===== config.mk =====
export PLATFORM = sky130hd
export DESIGN_NAME = sevenseg_scanner
export DESIGN_NICKNAME = d
export VERILOG_FILES = /design/src/rtl/sevenseg_pkg.sv /design/src/rtl/sevenseg_scanner_bcd_to_seg.sv /design/src/rtl/sevenseg_scanner.sv
export SDC_FILE = /design/constraint.sdc
export NUM_CORES = 1
export LEC_CHECK = 0
export CORE_MARGIN = 2
export CORE_UTILIZATION = 25
export CTS_BUF_LIST = sky130_fd_sc_hd__clkbuf_16
export CTS_CLUSTER_SIZE = 40
export DETAILED_ROUTE_END_ITERATION = 8
export PLACE_DENSITY = 0.52
export SLEW_MARGIN = 30
export SYNTH_ARGS = -nofsm -noshare
export SYNTH_HDL_FRONTEND = slang
export SYNTH_SLANG_ARGS = --single-unit
export TNS_END_PERCENT = 10

===== constraint.sdc =====
create_clock -name sys_clk -period 4.3 [get_ports sys_clk]
set_input_delay 0.86 -clock sys_clk [delete_from_list [all_inputs] [get_ports sys_clk]]
set_output_delay 0.86 -clock sys_clk [all_outputs]
set_load 0.02 [all_outputs]

===== src/rtl/sevenseg_pkg.sv =====
// Shared definitions for the seven-segment scanner: digit count, the
// active-low segment vector type and the glyph table, ordered {g,f,e,d,c,b,a}.
// A cleared bit lights a segment; SEG_BLANK turns every segment off.
package sevenseg_pkg;

  localparam int NUM_DIGITS = 4;

  typedef logic [6:0] seg_t;

  localparam seg_t SEG_0     = 7'b1000000;
  localparam seg_t SEG_1     = 7'b1111001;
  localparam seg_t SEG_2     = 7'b0100100;
  localparam seg_t SEG_3     = 7'b0110000;
  localparam seg_t SEG_4     = 7'b0011001;
  localparam seg_t SEG_5     = 7'b0010010;
  localparam seg_t SEG_6     = 7'b0000010;
  localparam seg_t SEG_7     = 7'b1111000;
  localparam seg_t SEG_8     = 7'b0000000;
  localparam seg_t SEG_9     = 7'b0010000;
  localparam seg_t SEG_DASH  = 7'b0111111;
  localparam seg_t SEG_BLANK = 7'b1111111;

endpackage : sevenseg_pkg


===== src/rtl/sevenseg_scanner_bcd_to_seg.sv =====
// Purpose: combinational BCD-to-seven-segment decoder, active-low outputs.
// Ports:   code_i (4-bit digit), blank_i (force all segments off), seg_o.
// Codes 10..15 render as a dash so a corrupt digit is visible, not silent.
module bcd_to_seg
  import sevenseg_pkg::*;
(
  input  logic [3:0] code_i,
  input  logic       blank_i,
  output seg_t       seg_o
);

  always_comb begin
    seg_o = SEG_DASH;
    if (blank_i) begin
      seg_o = SEG_BLANK;
    end else begin
      case (code_i)
        4'd0:    seg_o = SEG_0;
        4'd1:    seg_o = SEG_1;
        4'd2:    seg_o = SEG_2;
        4'd3:    seg_o = SEG_3;
        4'd4:    seg_o = SEG_4;
        4'd5:    seg_o = SEG_5;
        4'd6:    seg_o = SEG_6;
        4'd7:    seg_o = SEG_7;
        4'd8:    seg_o = SEG_8;
        4'd9:    seg_o = SEG_9;
        default: seg_o = SEG_DASH;
      endcase
    end
  end

endmodule : bcd_to_seg


===== src/rtl/sevenseg_scanner.sv =====
// Purpose: drives a 4-digit common-anode multiplexed display from BCD digits,
//          snapshotting the digits once per frame so a frame never tears.
// Ports:   sys_clk, reset (sync, active high), bcd3..bcd0, si in;
//          an (anodes), seg {g..a}, dp out, all active low.
module sevenseg_scanner
  import sevenseg_pkg::*;
#(
  parameter int REFRESH_DIV   = 100000,
  parameter bit BLANK_LEADING = 1'b1
) (
  input  logic                  sys_clk,
  input  logic                  reset,
  input  logic [3:0]            bcd3,
  input  logic [3:0]            bcd2,
  input  logic [3:0]            bcd1,
  input  logic [3:0]            bcd0,
  input  logic                  si,
  output logic [NUM_DIGITS-1:0] an,
  output seg_t                  seg,
  output logic                  dp
);

  localparam int              CNT_W   = (REFRESH_DIV > 1) ? $clog2(REFRESH_DIV) : 1;
  localparam logic [CNT_W-1:0] CNT_MAX = CNT_W'(REFRESH_DIV - 1);

  logic [CNT_W-1:0] cnt_q,     cnt_d;
  logic [1:0]       idx_q,     idx_d;
  logic [15:0]      snap_q,    snap_d;
  logic             si_snap_q, si_snap_d;
  logic             valid_q,   valid_d;

  // Scan sequencing. The very first active cycle only captures a snapshot;
  // after that, the snapshot refreshes exactly when idx wraps 3->0 so every
  // frame starts on fresh digits.
  always_comb begin
    cnt_d     = cnt_q;
    idx_d     = idx_q;
    snap_d    = snap_q;
    si_snap_d = si_snap_q;
    valid_d   = valid_q;
    if (!valid_q) begin
      snap_d    = {bcd3, bcd2, bcd1, bcd0};
      si_snap_d = si;
      valid_d   = 1'b1;
    end else if (cnt_q == CNT_MAX) begin
      cnt_d = '0;
      idx_d = idx_q + 2'd1;
      if (idx_q == 2'd3) begin
        snap_d    = {bcd3, bcd2, bcd1, bcd0};
        si_snap_d = si;
      end
    end else begin
      cnt_d = cnt_q + CNT_W'(1);
    end
  end

  always_ff @(posedge sys_clk) begin
    if (reset) begin
      cnt_q     <= '0;
      idx_q     <= 2'd0;
      snap_q    <= 16'h0000;
      si_snap_q <= 1'b0;
      valid_q   <= 1'b0;
    end else begin
      cnt_q     <= cnt_d;
      idx_q     <= idx_d;
      snap_q    <= snap_d;
      si_snap_q <= si_snap_d;
      valid_q   <= valid_d;
    end
  end

  // Leading-zero blanking chains downward from the thousands digit: a digit
  // blanks only if it and every more significant digit are zero.
  logic [NUM_DIGITS-1:0] lead_blank;
  always_comb begin
    lead_blank = '0;
    if (BLANK_LEADING) begin
      lead_blank[3] = (snap_q[15:12] == 4'd0);
      lead_blank[2] = lead_blank[3] && (snap_q[11:8] == 4'd0);
      lead_blank[1] = lead_blank[2] && (snap_q[7:4]  == 4'd0);
    end
  end

  logic [3:0] cur_digit;
  logic       cur_blank;
  always_comb begin
    cur_digit = snap_q[3:0];
    case (idx_q)
      2'd0: cur_digit = snap_q[3:0];
      2'd1: cur_digit = snap_q[7:4];
      2'd2: cur_digit = snap_q[11:8];
      2'd3: cur_digit = snap_q[15:12];
      default: cur_digit = snap_q[3:0];
    endcase
  end

  // Before the first snapshot the whole display is dark.
  assign cur_blank = !valid_q || lead_blank[idx_q];

  always_comb begin
    an = '1;
    if (!cur_blank) begin
      an[idx_q] = 1'b0;
    end
  end

  bcd_to_seg u_bcd_to_seg (
    .code_i  (cur_digit),
    .blank_i (cur_blank),
    .seg_o   (seg)
  );

  assign dp = ~(si_snap_q & (idx_q == 2'd0) & valid_q);

endmodule : sevenseg_scanner

==> impl_metrics.py <==
metrics = {
    "run_status": {
        "outcome": "finished, final reports clean",
    },
    "setup_path": {
        "slowest_delay_ps": 670,
        "r2r-start": "valid_q",
        "worst_r2r_endpoint": "cnt_q[16]",
        "criticalPathCategory": "reg2out",
        "end_kind": "primary output",
        "reg2reg_depth": 4,
        "path_cells": "inv_1 > ha_1 > mux2i_1 > inv_1 > ha_1 > inv_1 > o21ai_0 > o2111ai_1 > clkdlybuf4s50_1",
        "crit_start": "idx_q[0]",
        "arrival_ps": 3140,
        "required_ps": 3440,
        "slowest_stage": "mux2i_1",
        "ff2ff_setup_slack_ps": 2440,
        "cp_max_fo": 10,
        "start_kind": "flip-flop",
        "crit_family": "buffers and inverters",
        "path_buf_inv": 4,
        "cpMostUsedCell": "inv_1",
    },
    "synthesis": {
        "yosys-mux-area-fraction": 0.114,
        "yosysUniqueCellTypes": 40,
        "synth_compound_area_frac": 0.108,
        "synth_common_cells": "nand2_1 (46), dfxtp_1 (37), mux2i_1 (22), nor2_1 (19), inv_1 (15)",
        "synthXorXnorAreaFrac": 0.0649,
        "synth_area_leaders": "dfxtp_1 (37%), mux2i_1 (11%), nand2_1 (8.5%)",
        "ys_seq_area_frac": 0.366,
        "synth_most_common_cell": "nand2_1",
        "synthAdderAreaFrac": 0.0556,
        "syn-num-nets": 270,
        "synth_ff_type": "dfxtp_1",
        "synth-edff-count": 0,
        "yosys_warnings": 0,
        "netlist_area_mm2": 0.00202,
        "ys_ff_latch": 37,
        "synthCells": 242,
        "async_reset_ff_frac": 0,
        "yosysTopAreaCell": "dfxtp_1",
        "synth_top_area_share": 0.366,
        "syn_area_per_cell_um2": 8.37,
        "synth_simple_gate_area_frac": 0.234,
        "synth_top_family_by_area": "simple AND/OR/NAND/NOR gates",
    },
    "sta": {
        "fmax_mhz": 250,
        "rsz0062_at_grt": "no",
        "finalHoldViolations": 0,
        "finalMaxSlewViolations": 0,
        "finalSetupViolCount": 0,
        "setup_slack_ps": 296,
        "fin_setup_tns_ps": 0,
        "post-route-period-util": 0.931,
        "worst_pin_slew_ps": 730,
        "skew_ps": 7.91,
        "relSlewSlack": 0.500,
        "period_minus_slack_ps": 4000,
    },
    "final_layout": {
        "syn_to_final_growth_pct": 27.9,
        "n_antenna_cell": 0,
        "layout-drive-gt1-share": 0.0588,
        "final_nets": 299,
    },
    "floorplan": {
        "io_pins": 31,
        "row_count": 32,
        "die_h_um": 94.0,
        "die_w_um": 94.0,
        "start_util": 0.261,
        "core_mm2": 0.00777,
        "die_area_mm2": 0.00883,
    },
    "route": {
        "drt_iter0_markers": 81,
        "wl_um": 4500,
        "drc_errors": 0,
        "viasPerCell": 4.67,
        "ant_nets": 0,
        "dr.pass1.iters": 5,
        "post_drt_wl_per_cell_um": 12.0,
        "vias": 1745,
    },
    "grt": {
        "grt_pass1_vias": 1572,
        "grt_max_degree": 36,
        "antenna_found_initial": 0,
        "grt_pass1_wl_um": 7600,
        "track_usage": 0.108,
        "gr-total-overflow": 0,
    },
    "cts": {
        "cts.clk_slew.worst_paths_ps": 60,
        "clock-sinks": 37,
        "cts_buffers": 5,
        "insertion_delay_ps": 280,
        "cts.htree.levels": 2,
        "cts_root_buf": "clkbuf_16",
        "cts_max_path_buffers": 2,
        "holdBufCountCts": 0,
        "cts_tree": "done",
    },
    "placement": {
        "pre_cts_slack_ps": 576,
        "gp_congestion": 0.780,
        "place_hpwl_um": 3260,
        "port_buffers": 30,
    },
    "worst_hold_path": {
        "hold_end": "snap_q[3]",
        "hp-start": "snap_q[3]",
        "worstHoldPathCells": 2,
        "hp-class": "reg2reg",
    },
    "flow_run": {
        "cap_violations": 0,
    },
    "power_and_ir_drop": {
        "p_leak_nw": 0.985,
        "p_per_area_mw_per_mm2": 346,
        "finalPower_w": 0.000896,
        "vdd_ir_drop_max_v": 0.000158,
    },
}
-- flip-flops by register name, indices dropped and copies added, names as in the netlist --
signal and cells:
valid_q 1, snap_q 16, si_snap_q 1, idx_q 2, cnt_q 17
-- power breakdown --
part / leakage, nW / switching (W) / internal, W / total, W
clock network: 0.0775 / 0.000137 / 0.000271 / 0.000408
logic: 0.606 / 0.0000615 / 0.0000592 / 0.000121
registers: 0.302 / 0.0000111 / 0.000356 / 0.000367
-- worst max path at each step --
stage          depth (start not counted)     end  slack [ps]
2_1_floorplan                          7  seg[2]         910
3_3_place_gp                           9  seg[2]         660
3_5_place_dp                           9  seg[2]         580
4_1_cts                                9  seg[2]         270
5_1_grt                                9  seg[3]           4
6_report                               9  seg[3]         300
-- area by class of cell --
| cell class | instances | area (µm²) |
|---|---|---|
| Tap cell | 102 | 128 |
| Clock inverter | 3 | 41.3 |
| Sequential cell | 37 | 741 |
| Multi-Input combinational cell | 179 | 1180 |
| Clock buffer | 5 | 125 |
| Inverter | 16 | 60.1 |
| Timing Repair Buffer | 32 | 318 |
| Fill cell | 834 | 5180 |
-- what timing repair did --
item                       CTS  global route
gates resized for setup      0             1
buffers inserted             0             0
setup endpoints to repair    0             1
-- tightest hold or removal path: stages, from the launching register on --
cell,delay [ps]
dfxtp_1,310
nand2_1,50
mux2i_1,60
-- cell families (layout without fill, tap and decap cells) --
group                    Yosys count  in the layout
multiplexers                      23             23
AO/OA/AOI/OAI                     32             32
AND/OR/NAND/NOR                  100            100
flip-flops                        37             37
XOR/XNOR                          15             15
buffers and inverters             26             56
adder cells (fa/ha/maj)            9              9
-- cells in the final DEF (no fill, tap or decap), types with 2 or more instances in the layout --
master           count
a211oi_1             2
a21oi_1              7
a222oi_1             4
and3_1               3
buf_4                2
clkbuf_16            5
clkdlybuf4s50_1     29
clkinv_1             2
dfxtp_1             37
ha_1                 9
inv_1               15
mux2i_1             22
nand2_1             46
nand3_1              7
nand4_1              5
nor2_1              19
nor3_1               3
nor4_1               7
o2111ai_1            2
o21ai_0              8
o311ai_0             2
or4_1                2
xnor2_1             11
xor2_1               4
-- per-layer routing --
| layer | vias up | wire length, µm | global-route usage |
|---|---|---|---|
| met5 | - | 0 | 0 |
| met4 | 0 | 58 | 0.0326 |
| met3 | 4 | 141 | 0.0281 |
| met2 | 34 | 2080 | 0.169 |
| met1 | 799 | 2220 | 0.146 |
| li1 | 908 | - | - |
-- through the flow --
step	hold WS, ps	cells	utilization	instance area, µm²
3_5_place_dp	456	366	0.312	2420
6_report	461	374	0.333	2590
5_1_grt	481	374	0.333	2590
2_1_floorplan	438	242	-	2020
4_1_cts	466	374	0.333	2590
3_3_place_gp	450	366	0.311	2420
(Power assumes the default switching activity.)
